--- src/rtl/stream_reduction_unit.sv ---
// Frame-wide bitwise reduction engine: folds 1..BEATS words into a column accumulator
// and a scalar AND/NAND/OR/NOR/XOR/XNOR result, presented on a held valid/ready output.
module stream_reduction_unit #(
    parameter int WIDTH = 32,
    parameter int BEATS = 4
) (
    input  logic                         clk,
    input  logic                         reset,
    input  logic                         in_valid,
    output logic                         in_ready,
    input  logic [WIDTH-1:0]             in_data,
    input  logic                         in_last,
    input  logic [2:0]                   in_mode,
    output logic                         out_valid,
    input  logic                         out_ready,
    output logic                         out_bit,
    output logic [WIDTH-1:0]             out_word,
    output logic [$clog2(BEATS+1)-1:0]   out_beats,
    output logic                         out_err
);

    localparam int             CW      = $clog2(BEATS + 1);
    localparam logic [CW-1:0]  BEATS_C = CW'(BEATS);
    localparam logic [CW-1:0]  ONE_C   = CW'(1);

    typedef enum logic [1:0] {
        S_IDLE,
        S_ACCUM,
        S_DONE
    } state_t;

    state_t            state_q, state_d;
    logic [WIDTH-1:0]  acc_q, acc_d;
    logic [CW-1:0]     cnt_q, cnt_d;
    logic [2:0]        mode_q, mode_d;

    logic              out_valid_q, out_valid_d;
    logic              out_bit_q, out_bit_d;
    logic [WIDTH-1:0]  out_word_q, out_word_d;
    logic [CW-1:0]     out_beats_q, out_beats_d;
    logic              out_err_q, out_err_d;

    logic              beat;
    logic [2:0]        mode_eff;
    logic [WIDTH-1:0]  acc_next;
    logic [CW-1:0]     cnt_next;
    logic              frame_end;

    // Illegal modes (6/7) fall into the XOR accumulator path.
    function automatic logic [WIDTH-1:0] combine(input logic [WIDTH-1:0] a,
                                                 input logic [WIDTH-1:0] b,
                                                 input logic [2:0]       m);
        logic [WIDTH-1:0] r;
        case (m)
            3'd0, 3'd1: r = a & b;
            3'd2, 3'd3: r = a | b;
            default:    r = a ^ b;
        endcase
        return r;
    endfunction

    function automatic logic reduce(input logic [WIDTH-1:0] a,
                                    input logic [2:0]       m);
        logic r;
        case (m)
            3'd0:    r = &a;
            3'd1:    r = ~&a;
            3'd2:    r = |a;
            3'd3:    r = ~|a;
            3'd4:    r = ^a;
            3'd5:    r = ~^a;
            default: r = 1'b0;
        endcase
        return r;
    endfunction

    function automatic logic is_illegal(input logic [2:0] m);
        return m[2] & m[1];
    endfunction

    assign in_ready = (state_q != S_DONE);
    assign beat     = in_valid && in_ready;

    // The first beat of a frame carries the mode; later beats use the latched copy.
    always_comb begin
        mode_eff  = (state_q == S_IDLE) ? in_mode : mode_q;
        acc_next  = (state_q == S_IDLE) ? in_data : combine(acc_q, in_data, mode_eff);
        cnt_next  = (state_q == S_IDLE) ? ONE_C : cnt_q + ONE_C;
        frame_end = in_last || (cnt_next == BEATS_C);
    end

    always_comb begin
        state_d     = state_q;
        acc_d       = acc_q;
        cnt_d       = cnt_q;
        mode_d      = mode_q;
        out_bit_d   = out_bit_q;
        out_word_d  = out_word_q;
        out_beats_d = out_beats_q;
        out_err_d   = out_err_q;

        case (state_q)
            S_IDLE, S_ACCUM: begin
                if (beat) begin
                    mode_d = mode_eff;
                    acc_d  = acc_next;
                    cnt_d  = cnt_next;
                    if (frame_end) begin
                        state_d     = S_DONE;
                        out_word_d  = acc_next;
                        out_beats_d = cnt_next;
                        out_bit_d   = reduce(acc_next, mode_eff);
                        out_err_d   = is_illegal(mode_eff);
                    end else begin
                        state_d = S_ACCUM;
                    end
                end
            end
            S_DONE: begin
                if (out_ready) begin
                    state_d = S_IDLE;
                end
            end
            default: state_d = S_IDLE;
        endcase

        out_valid_d = (state_d == S_DONE);
    end

    always_ff @(posedge clk) begin
        if (reset) begin
            state_q     <= S_IDLE;
            acc_q       <= '0;
            cnt_q       <= '0;
            mode_q      <= '0;
            out_valid_q <= 1'b0;
            out_bit_q   <= 1'b0;
            out_word_q  <= '0;
            out_beats_q <= '0;
            out_err_q   <= 1'b0;
        end else begin
            state_q     <= state_d;
            acc_q       <= acc_d;
            cnt_q       <= cnt_d;
            mode_q      <= mode_d;
            out_valid_q <= out_valid_d;
            out_bit_q   <= out_bit_d;
            out_word_q  <= out_word_d;
            out_beats_q <= out_beats_d;
            out_err_q   <= out_err_d;
        end
    end

    assign out_valid = out_valid_q;
    assign out_bit   = out_bit_q;
    assign out_word  = out_word_q;
    assign out_beats = out_beats_q;
    assign out_err   = out_err_q;

endmodule

--- config.mk ---
export PLATFORM = sky130hd
export DESIGN_NAME = stream_reduction_unit
export DESIGN_NICKNAME = d
export VERILOG_FILES = /design/src/rtl/stream_reduction_unit.sv
export SDC_FILE = /design/constraint.sdc
export NUM_CORES = 1
export LEC_CHECK = 0
export ABC_AREA = 1
export ABC_CLOCK_PERIOD_IN_PS = 6800
export BUFFER_PORTS_ARGS = -buffer_cell sky130_fd_sc_hd__buf_2
export CORE_UTILIZATION = 45
export DETAILED_ROUTE_END_ITERATION = 7
export PLACE_DENSITY = 0.76
export SYNTH_ARGS = -nofsm -noshare
export SYNTH_HDL_FRONTEND = slang
export SYNTH_SLANG_ARGS = --single-unit
--- constraint.sdc ---
create_clock -name clk -period 6.8 [get_ports clk]
set_input_delay 0 -clock clk [delete_from_list [all_inputs] [get_ports clk]]
set_output_delay 0 -clock clk [all_outputs]
set_load 0.05 [all_outputs]
==> results of run 1 <==
path summary, 6_finish.rpt:
path	start	end	cells past startpoint
max	state_q[1]	out_bit	25
min	in_data[10]	out_word[10]	3
max reg2reg	state_q[1]	out_bit	25
min reg2reg	acc_q[19]	acc_q[19]	2
synthesized netlist by cell type (6+ instances only):
| cell | count |
|---|---|
| o21ai_0 | 66 |
| nor2_1 | 16 |
| o211ai_1 | 9 |
| a21oi_1 | 100 |
| inv_2 | 6 |
| o211ai_2 | 15 |
| inv_1 | 121 |
| o21ai_2 | 10 |
| dfxtp_1 | 78 |
| ha_1 | 90 |
| nand3_1 | 36 |
| nand3b_1 | 10 |
| nand2_1 | 132 |
| o21ai_1 | 11 |
| nand4_1 | 6 |
| clkbuf_1 | 25 |
critical path, stage by stage, from the launching register on:
cell      delay, ns
dfxtp_1        0.35
nor2_4         0.82
nand2_1        0.31
nand2_8        0.27
inv_2          0.10
nor2_2         0.76
nand2_1        0.11
o211ai_1       0.13
nand2_1        0.07
o21ai_1        0.16
inv_1          0.10
ha_1           0.33
xnor2_1        0.23
nand2_1        0.07
nand2_1        0.08
nand2_1        0.05
nand2_1        0.06
nand2_1        0.05
nand2_1        0.07
nand3_1        0.09
nand3_1        0.09
nand2_1        0.05
nor2_1         0.08
nand2_1        0.06
nand2_1        0.06
a21oi_2        0.05
sequential cells by signal, indices dropped and copies added, names as in the netlist:
register	flops
acc_q	32
out_word	32
cnt_q	3
mode_q	3
out_beats	3
state_q	2
out_bit	1
out_err	1
out_valid	1
per-layer routing:
layer	track usage (%)	vias to the layer above
met5	0	-
met4	7.97	0
met3	4.24	18
met2	35.2	117
met1	29.6	2345
li1	-	2645
through the flow:
step	hold WS, ns	instance area, sq um	std cells
after floorplan	0.0983	5680	774
after global placement	0.228	6120	985
after detailed placement	0.232	6120	985
after CTS	0.0166	6490	1003
after global routing	0.0389	6490	1003
final	0.0219	6490	1003
cells in the final DEF (no fill, tap or decap), types with 10 or more instances in the layout:
| cell | instances |
|---|---|
| nand2_1 | 132 |
| o21ai_1 | 11 |
| o21ai_0 | 66 |
| inv_1 | 121 |
| nand3b_1 | 10 |
| nand3_1 | 36 |
| o211ai_2 | 15 |
| a21oi_1 | 100 |
| buf_2 | 78 |
| o21ai_2 | 10 |
| dfxtp_1 | 78 |
| nor2_1 | 14 |
| ha_1 | 90 |
cell type report:
cell class | count | area [sq um]
clock inverters | 4 | 95.1
well taps | 168 | 210
repair buffers | 85 | 450
multi-input cells | 527 | 3440
inverters | 130 | 488
clock buffers | 11 | 243
fillers | 1140 | 5670
flip-flops and latches | 78 | 1560
where the power goes:
part / total (mW) / switching [mW] / internal (mW)
Combinational: 0.600 / 0.404 / 0.196
Clock: 0.554 / 0.188 / 0.366
Sequential: 0.520 / 0.0235 / 0.497
Total: 1.67 / 0.616 / 1.06
repair_timing:
| item | CTS | global route |
|---|---|---|
| endpoints found under the setup margin | 0 | 0 |
| hold buffers | 3 | 0 |
| endpoints found under the hold margin | 4 | 0 |
| buffers inserted | 0 | 0 |
logic make-up (layout without fill, tap and decap cells):
logic type	after synthesis	after routing	synth area share, %
compound gates	215	215	22.2
simple gates	212	212	16.9
buf+inv	169	230	12.1
fa+ha+maj	90	90	19.8
flops	78	78	27.5
xor+xnor	10	10	1.54
==> flow_metrics.tcl, run 1 <==
set metrics [dict create \
    utilization_pct 53.4 \
    synth.area.top_cells "dfxtp_1 27%, ha_1 20%, a21oi_1 8.8%" \
    ioPinCount 79 \
    grt_pass1_wl_microns 22600 \
    yosysTopAreaCell "dfxtp_1" \
    setup_tns_ns 0 \
    clock_sinks 78 \
    diodes 0 \
    synth.yosys.warnings 0 \
    maxSlewHeadroom_pct 30.4 \
    avgSynthCellArea_sq_um 7.34 \
    cts_inserted_buffers 9 \
    synthCells 774 \
    synth_top_area_share_pct 27.5 \
    grt_max_degree 67 \
    grt_pass1_vias 4773 \
    fp-row-count 40 \
    root_buffer "clkbuf_16" \
    ir_drop_mv 0.124 \
    worstSetupStartpointType "register" \
    required_ns 7.03 \
    end_kind "register" \
    max_cap_viol_count 0 \
    layout_setup_ws_ns 2.04 \
    cts-htree-levels 3 \
    maxSlewViolCount 0 \
    drt_iter0_markers 271 \
    synth_edf_count 0 \
    synthToLayoutAreaGrowth_pct 14.3 \
    wl_per_cell_microns 13.6 \
    setup_viol 0 \
    fmax_mhz 210 \
    rrSetupSlack_ns 2.04 \
    fin_nets 961 \
    route.detailed.drc 0 \
    numPortBuffers 78 \
    dp_hpwl_microns 9670 \
    power.leakage_nw 3.30 \
    firstDrtPassIters 5 \
    synth_cell_types 35 \
    synth-seq-cells 78 \
    clockBufferDepth 2 \
    antenna_found_initial 0 \
    cts_tree "built" \
    arrival_ns 4.99 \
    worst_pin_slew_ns 1.04 \
    coreArea_sq_um 12200 \
    track_usage_pct 22.1 \
    initial_core_util_pct 46.7 \
    path_class "reg2reg" \
    antenna_left 0 \
    vias_per_cell 5.11 \
    async_flop_share_pct 0 \
    dr_wl_met2_microns 6160 \
    path_max_fanout 46 \
    die_w_microns 114 \
    pwr_density_cell_nw_per_um2 258 \
    clkTransAtPathRegs_ns 0.06 \
    skew_ns 0.00470 \
    report.power.total_mw 1.67 \
    layout-drive-gt1-share_pct 16.8 \
    rsz0062_at_grt "no" \
    syn-cell-area_sq_um 5680 \
    vias 5125 \
    outcome "complete, no violations" \
    synthFlopType "dfxtp_1" \
    wl_met3_microns 679 \
    routed_wl_microns 13600 \
    gp_congestion 0.830 \
    cts_resized 0 \
    grt-ovfl-total 0 \
    hp-class "in2reg" \
    fin_crit_sh_pct 70.1 \
    clk-insertion-delay-late_ns 0.35 \
    period_minus_slack_ns 4.76 \
    die_area_sq_um 13100 \
    die_y_microns 114 \
    wl_met1_microns 6560 \
    hold_viol_final 0 \
    routed.top_layer "met4" \
    pre_cts_slack_ns 2.07 \
    synth_fp_nets 904 \
    ys_seq_area_share_pct 27.5 \
]
(Power assumes the default switching activity.)
==> run 2, diff against run 1 <==
--- a/config.mk
+++ b/config.mk
@@ -6,11 +6,11 @@
 export NUM_CORES = 1
 export LEC_CHECK = 0
 export ABC_AREA = 1
-export ABC_CLOCK_PERIOD_IN_PS = 6800
+export ABC_CLOCK_PERIOD_IN_PS = 4300
 export BUFFER_PORTS_ARGS = -buffer_cell sky130_fd_sc_hd__buf_2
 export CORE_UTILIZATION = 45
 export DETAILED_ROUTE_END_ITERATION = 7
-export PLACE_DENSITY = 0.76
+export PLACE_DENSITY = 0.79
 export SYNTH_ARGS = -nofsm -noshare
 export SYNTH_HDL_FRONTEND = slang
 export SYNTH_SLANG_ARGS = --single-unit
==> constraint.sdc (replaced) <==
create_clock -name clk -period 4.3 [get_ports clk]
set_input_delay 0 -clock clk [delete_from_list [all_inputs] [get_ports clk]]
set_output_delay 0 -clock clk [all_outputs]
set_load 0.05 [all_outputs]
==> flow_metrics.tcl, run 2 (synthesized netlist as in run 1, its figures left out) <==
set metrics [dict create \
    grt_pass1_wl_microns 23600 \
    wl_per_cell_microns 14.1 \
    wl_met3_microns 834 \
    clk-insertion-delay-late_ns 0.34 \
    period_minus_slack_ns 3.82 \
    gp_congestion 0.921 \
    die_y_microns 114 \
    grt-ovfl-total 0 \
    drt_iter0_markers 310 \
    r2r_cells 24 \
    root_buffer "clkbuf_16" \
    firstDrtPassIters 5 \
    cts-htree-levels 3 \
    maxSlewViolCount 0 \
    fin_crit_sh_pct 88.8 \
    cts_inserted_buffers 9 \
    die_area_sq_um 13100 \
    wl_met1_microns 6690 \
    fillers 1146 \
    clkTransAtPathRegs_ns 0.06 \
    route.detailed.drc 0 \
    setup_tns_ns 0 \
    required_ns 4.51 \
    ioPinCount 79 \
    vias 5182 \
    hold_path_depth 3 \
    utilization_pct 53.3 \
    antenna_left 0 \
    clockBufferDepth 2 \
    coreArea_sq_um 12200 \
    hold_viol_final 0 \
    diodes 0 \
    power.leakage_nw 3.30 \
    grt_pass1_vias 4912 \
    worstSetupStartpointType "register" \
    path_class "reg2reg" \
    rrSetupSlack_ns 0.48 \
    cts_tree "built" \
    fp-row-count 40 \
    layout_setup_ws_ns 0.484 \
    mostFrequentLayoutCells "132 x nand2_1, 121 x inv_1, 100 x a21oi_1, 90 x ha_1" \
    fmax_mhz 262 \
    layout-drive-gt1-share_pct 17.3 \
    hp-class "in2reg" \
    end_kind "register" \
    antenna_found_initial 0 \
    path_max_fanout 27 \
    clock_sinks 78 \
    numPortBuffers 78 \
    dr_wl_met2_microns 6460 \
    synthToLayoutAreaGrowth_pct 14.1 \
    max_cap_viol_count 0 \
    ir_drop_mv 0.206 \
    skew_ns 0.00787 \
    die_w_microns 114 \
    grt_max_degree 43 \
    initial_core_util_pct 46.7 \
    vias_per_cell 5.13 \
    setup_viol 0 \
    arrival_ns 4.03 \
    routed.top_layer "met4" \
    rsz0062_at_grt "no" \
    pre_cts_slack_ns 0.476 \
    dp_hpwl_microns 10100 \
    outcome "complete, no violations" \
    track_usage_pct 22.8 \
    routed_wl_microns 14200 \
    fin_nets 968 \
    worst_pin_slew_ns 0.852 \
    final_common_cell "nand2_1" \
    pwr_density_cell_nw_per_um2 385 \
    maxSlewHeadroom_pct 43.1 \
]
-- run 2: changes by cell type in the layout (fill, tap and decap cells not counted), moves of 2 or more --
| cell | change |
|---|---|
| buf_4 | +6 |
| bufinv_16 | -3 |
| clkinv_2 | +2 |
| clkinvlp_4 | +2 |
-- run 2: metrics by stage --
step,cell area (sq um),power (mW),cells,hold WS (ns)
after floorplan,5680,1.58,774,0.0983
after global placement,6170,1.77,991,0.224
after detailed placement,6170,1.79,991,0.227
after CTS,6470,2.49,1011,0.0294
after global routing,6480,2.67,1011,0.0521
final,6480,2.50,1011,0.0269
-- run 2: final timing paths --
kind / from / to
max: state_q[1] / out_bit
min: in_data[6] / acc_q[6]
max reg2reg: state_q[1] / out_bit
min reg2reg: acc_q[8] / acc_q[8]
-- run 2: area by class of cell --
type                            count  area (sq um)  area share, %
Clock buffer                       10           229           3.53
Clock inverter                      6          38.8          0.598
Multi-Input combinational cell    527          3450           53.2
Timing Repair Buffer               92           505           7.80
Sequential cell                    78          1560           24.1
Inverter                          130           488           7.53
Tap cell                          168           210           3.24
-- run 2: routing by layer --
layer,global-route usage [%],up-vias
li1,-,2660
met1,30.6,2349
met2,36.5,154
met3,4.61,19
met4,7.97,0
met5,0,-
-- run 2: repair_timing --
action / in CTS / in global routing
setup endpoints to repair: 0 / 1
gates resized for setup: 0 / 1
hold buffers: 4 / 0
buffers inserted: 0 / 0
hold endpoints to repair: 4 / 0
-- run 2: worst max-delay path: stages, from the launching register on --
cell	delay [ns]
dfxtp_1	0.36
nor2_4	0.33
nand2_1	0.23
nand2_8	0.22
inv_2	0.09
nor2_2	0.10
inv_1	0.25
buf_4	0.27
o211ai_2	0.16
o21ai_2	0.12
ha_1	0.33
inv_1	0.06
nand2_1	0.07
nand3b_1	0.12
nand2_1	0.10
xnor2_1	0.19
nand2_1	0.07
nand2_1	0.09
nand3_1	0.11
nand3_1	0.10
nand2_1	0.05
nor2_1	0.08
nand2_1	0.06
nand2_1	0.07
a21oi_2	0.05
-- run 2: report_power, final --
group / leakage [nW] / switching, mW / total, mW / internal [mW]
sequential: 0.645 / 0.0375 / 0.823 / 0.786
clock: 0.128 / 0.311 / 0.699 / 0.389
combinational: 2.52 / 0.656 / 0.974 / 0.319
total: 3.30 / 1.00 / 2.50 / 1.49
==> run 3, diff against run 2 <==
--- a/config.mk
+++ b/config.mk
@@ -7,7 +7,7 @@
 export LEC_CHECK = 0
 export ABC_AREA = 1
 export ABC_CLOCK_PERIOD_IN_PS = 4300
-export BUFFER_PORTS_ARGS = -buffer_cell sky130_fd_sc_hd__buf_2
+export BUFFER_PORTS_ARGS = -buffer_cell sky130_fd_sc_hd__buf_4
 export CORE_UTILIZATION = 45
 export DETAILED_ROUTE_END_ITERATION = 7
 export PLACE_DENSITY = 0.79
==> flow_metrics.tcl, run 3 (synthesized netlist as in run 1, its figures left out) <==
set metrics [dict create \
    drt_iter0_markers 446 \
    fin_crit_sh_pct 86.7 \
    synthToLayoutAreaGrowth_pct 19.1 \
    route.detailed.drc 0 \
    path_max_fanout 27 \
    clock_sinks 78 \
    fp-row-count 40 \
    ir_drop_mv 0.181 \
    place_area_sq_um 6360 \
    setup_viol 0 \
    die_w_microns 114 \
    holdPathEnd "acc_q[2]" \
    hold_start "in_data[2]" \
    layout_setup_ws_ns 0.572 \
    postCtsSetupBuffers 0 \
    coreArea_sq_um 12200 \
    final_common_cell "nand2_1" \
    end_kind "register" \
    numPortBuffers 78 \
    layout-drive-gt1-share_pct 17.3 \
    required_ns 4.53 \
    cts_inserted_buffers 9 \
    vias 5292 \
    path_class "reg2reg" \
    dp_hpwl_microns 10300 \
    fmax_mhz 268 \
    hp-class "in2reg" \
    worst_pin_slew_ns 0.885 \
    grt-ovfl-total 0 \
    ioPinCount 79 \
    firstDrtPassIters 7 \
    pwr_density_cell_nw_per_um2 398 \
    antenna_found_initial 0 \
    r2r_cells 27 \
    wl_per_cell_microns 14.4 \
    r2r-start "state_q[0]" \
    reg2reg_to "out_bit" \
    max_cap_viol_count 0 \
    maxSlewHeadroom_pct 40.9 \
    clockBufferDepth 2 \
    skew_ns 0.00709 \
    cts-htree-levels 3 \
    vias_per_cell 5.22 \
    rsz0062_at_grt "no" \
    root_buffer "clkbuf_16" \
    fin_nets 971 \
    outcome "complete, no violations" \
    grt_max_degree 44 \
    hold_path_depth 3 \
    mostFrequentLayoutCells "132 x nand2_1, 121 x inv_1, 100 x a21oi_1, 90 x ha_1, 88 x buf_4" \
    clk-insertion-delay-late_ns 0.35 \
    track_usage_pct 23.5 \
    die_area_sq_um 13100 \
    grt_pass1_vias 5043 \
    initial_core_util_pct 46.7 \
    diodes 0 \
    clkTransAtPathRegs_ns 0.06 \
    gp_congestion 0.866 \
    pre_cts_slack_ns 0.613 \
    worstSetupStartpointType "register" \
    cts_tree "built" \
    rrSetupSlack_ns 0.57 \
    setup_tns_ns 0 \
    grt_pass1_wl_microns 24200 \
    routed_wl_microns 14600 \
    arrival_ns 3.96 \
    power.leakage_nw 3.39 \
    hold_viol_final 0 \
    antenna_left 0 \
    maxSlewViolCount 0 \
    die_y_microns 114 \
    fin_area_sq_um 6770 \
    cts_resized 0 \
    period_minus_slack_ns 3.73 \
]
[run 3: cell count changes in the layout (fill, tap and decap cells not counted)]
cell | before | now
buf_4 | 10 | 88
nand2_4 | 2 | 3
bufinv_16 | 0 | 2
clkbuf_8 | 0 | 3
clkinv_4 | 1 | 0
dlygate4sd3_1 | 4 | 7
buf_2 | 78 | 0
clkinvlp_4 | 2 | 0
nand2_8 | 2 | 1
clkinv_2 | 3 | 1
[run 3: metrics by stage]
stage                     instances  hold WS (ns)  util, %  total power, mW
after global routing           1014        0.0218     55.6             2.86
after global placement          991         0.208     52.3             1.79
after floorplan                 774        0.0983        -             1.58
after CTS                      1014       0.00933     55.6             2.69
after detailed placement        991         0.205     52.3             1.82
final                          1014        0.0163     55.6             2.69
[run 3: critical path: stages, from the launching register on]
cell and delay (ns):
dfxtp_1 0.44, inv_1 0.12, nand2_4 0.34, nand2_4 0.13, nand2_8 0.18, inv_2 0.09, nor2_2 0.11, inv_1 0.05
buf_4 0.23, o211ai_1 0.19, nand2_1 0.06, o21ai_1 0.13, inv_1 0.09, ha_1 0.32, xnor2_1 0.22, nand2_1 0.07
nand2_1 0.09, nand2_1 0.06, nand2_1 0.06, nand2_1 0.05, nand2_1 0.08, nand3_1 0.10, nand3_1 0.09, nand2_1 0.05
nor2_1 0.08, nand2_1 0.06, nand2_1 0.06, a21oi_2 0.05
[run 3: worst max path at each step]
| stage | slack (ns) | to | from |
|---|---|---|---|
| finish | 0.57 | out_bit | state_q[0] |
| global route | 0.07 | out_bit | state_q[0] |
| floorplan | 1.35 | out_bit | state_q[1] |
| CTS | 0.60 | out_bit | state_q[0] |
| global placement | 0.76 | out_bit | state_q[0] |
| detailed placement | 0.61 | out_bit | state_q[0] |
[run 3: where the power goes]
part           total, mW  switching, mW  leakage (nW)  internal (mW)
Sequential         0.825         0.0391         0.645          0.786
Combinational       1.01          0.658          2.58          0.347
Clock              0.863          0.307         0.166          0.555
[run 3: routing by layer]
layer,vias up,global-route usage (%),wire [microns],part of all wire (%)
met4,0,10.5,349,2.4
met1,2441,30.0,6620,45
met5,-,0,0,0
met3,31,4.55,824,5.7
li1,2664,-,-,-
met2,156,38.5,6770,47
[run 3: timing repair]
item / 4_1_cts / 5_1_grt
endpoints found under the hold margin: 9 / 0
setup endpoints to repair: 0 / 0
hold buffers: 7 / 0
[run 3: cell type report]
cell class | instances | area (sq um)
Fill cell | 1125 | 5400
Multi-Input combinational cell | 527 | 3440
Sequential cell | 78 | 1560
Timing Repair Buffer | 95 | 731
Inverter | 130 | 488
Clock buffer | 13 | 270
Tap cell | 168 | 210
Clock inverter | 3 | 65.1
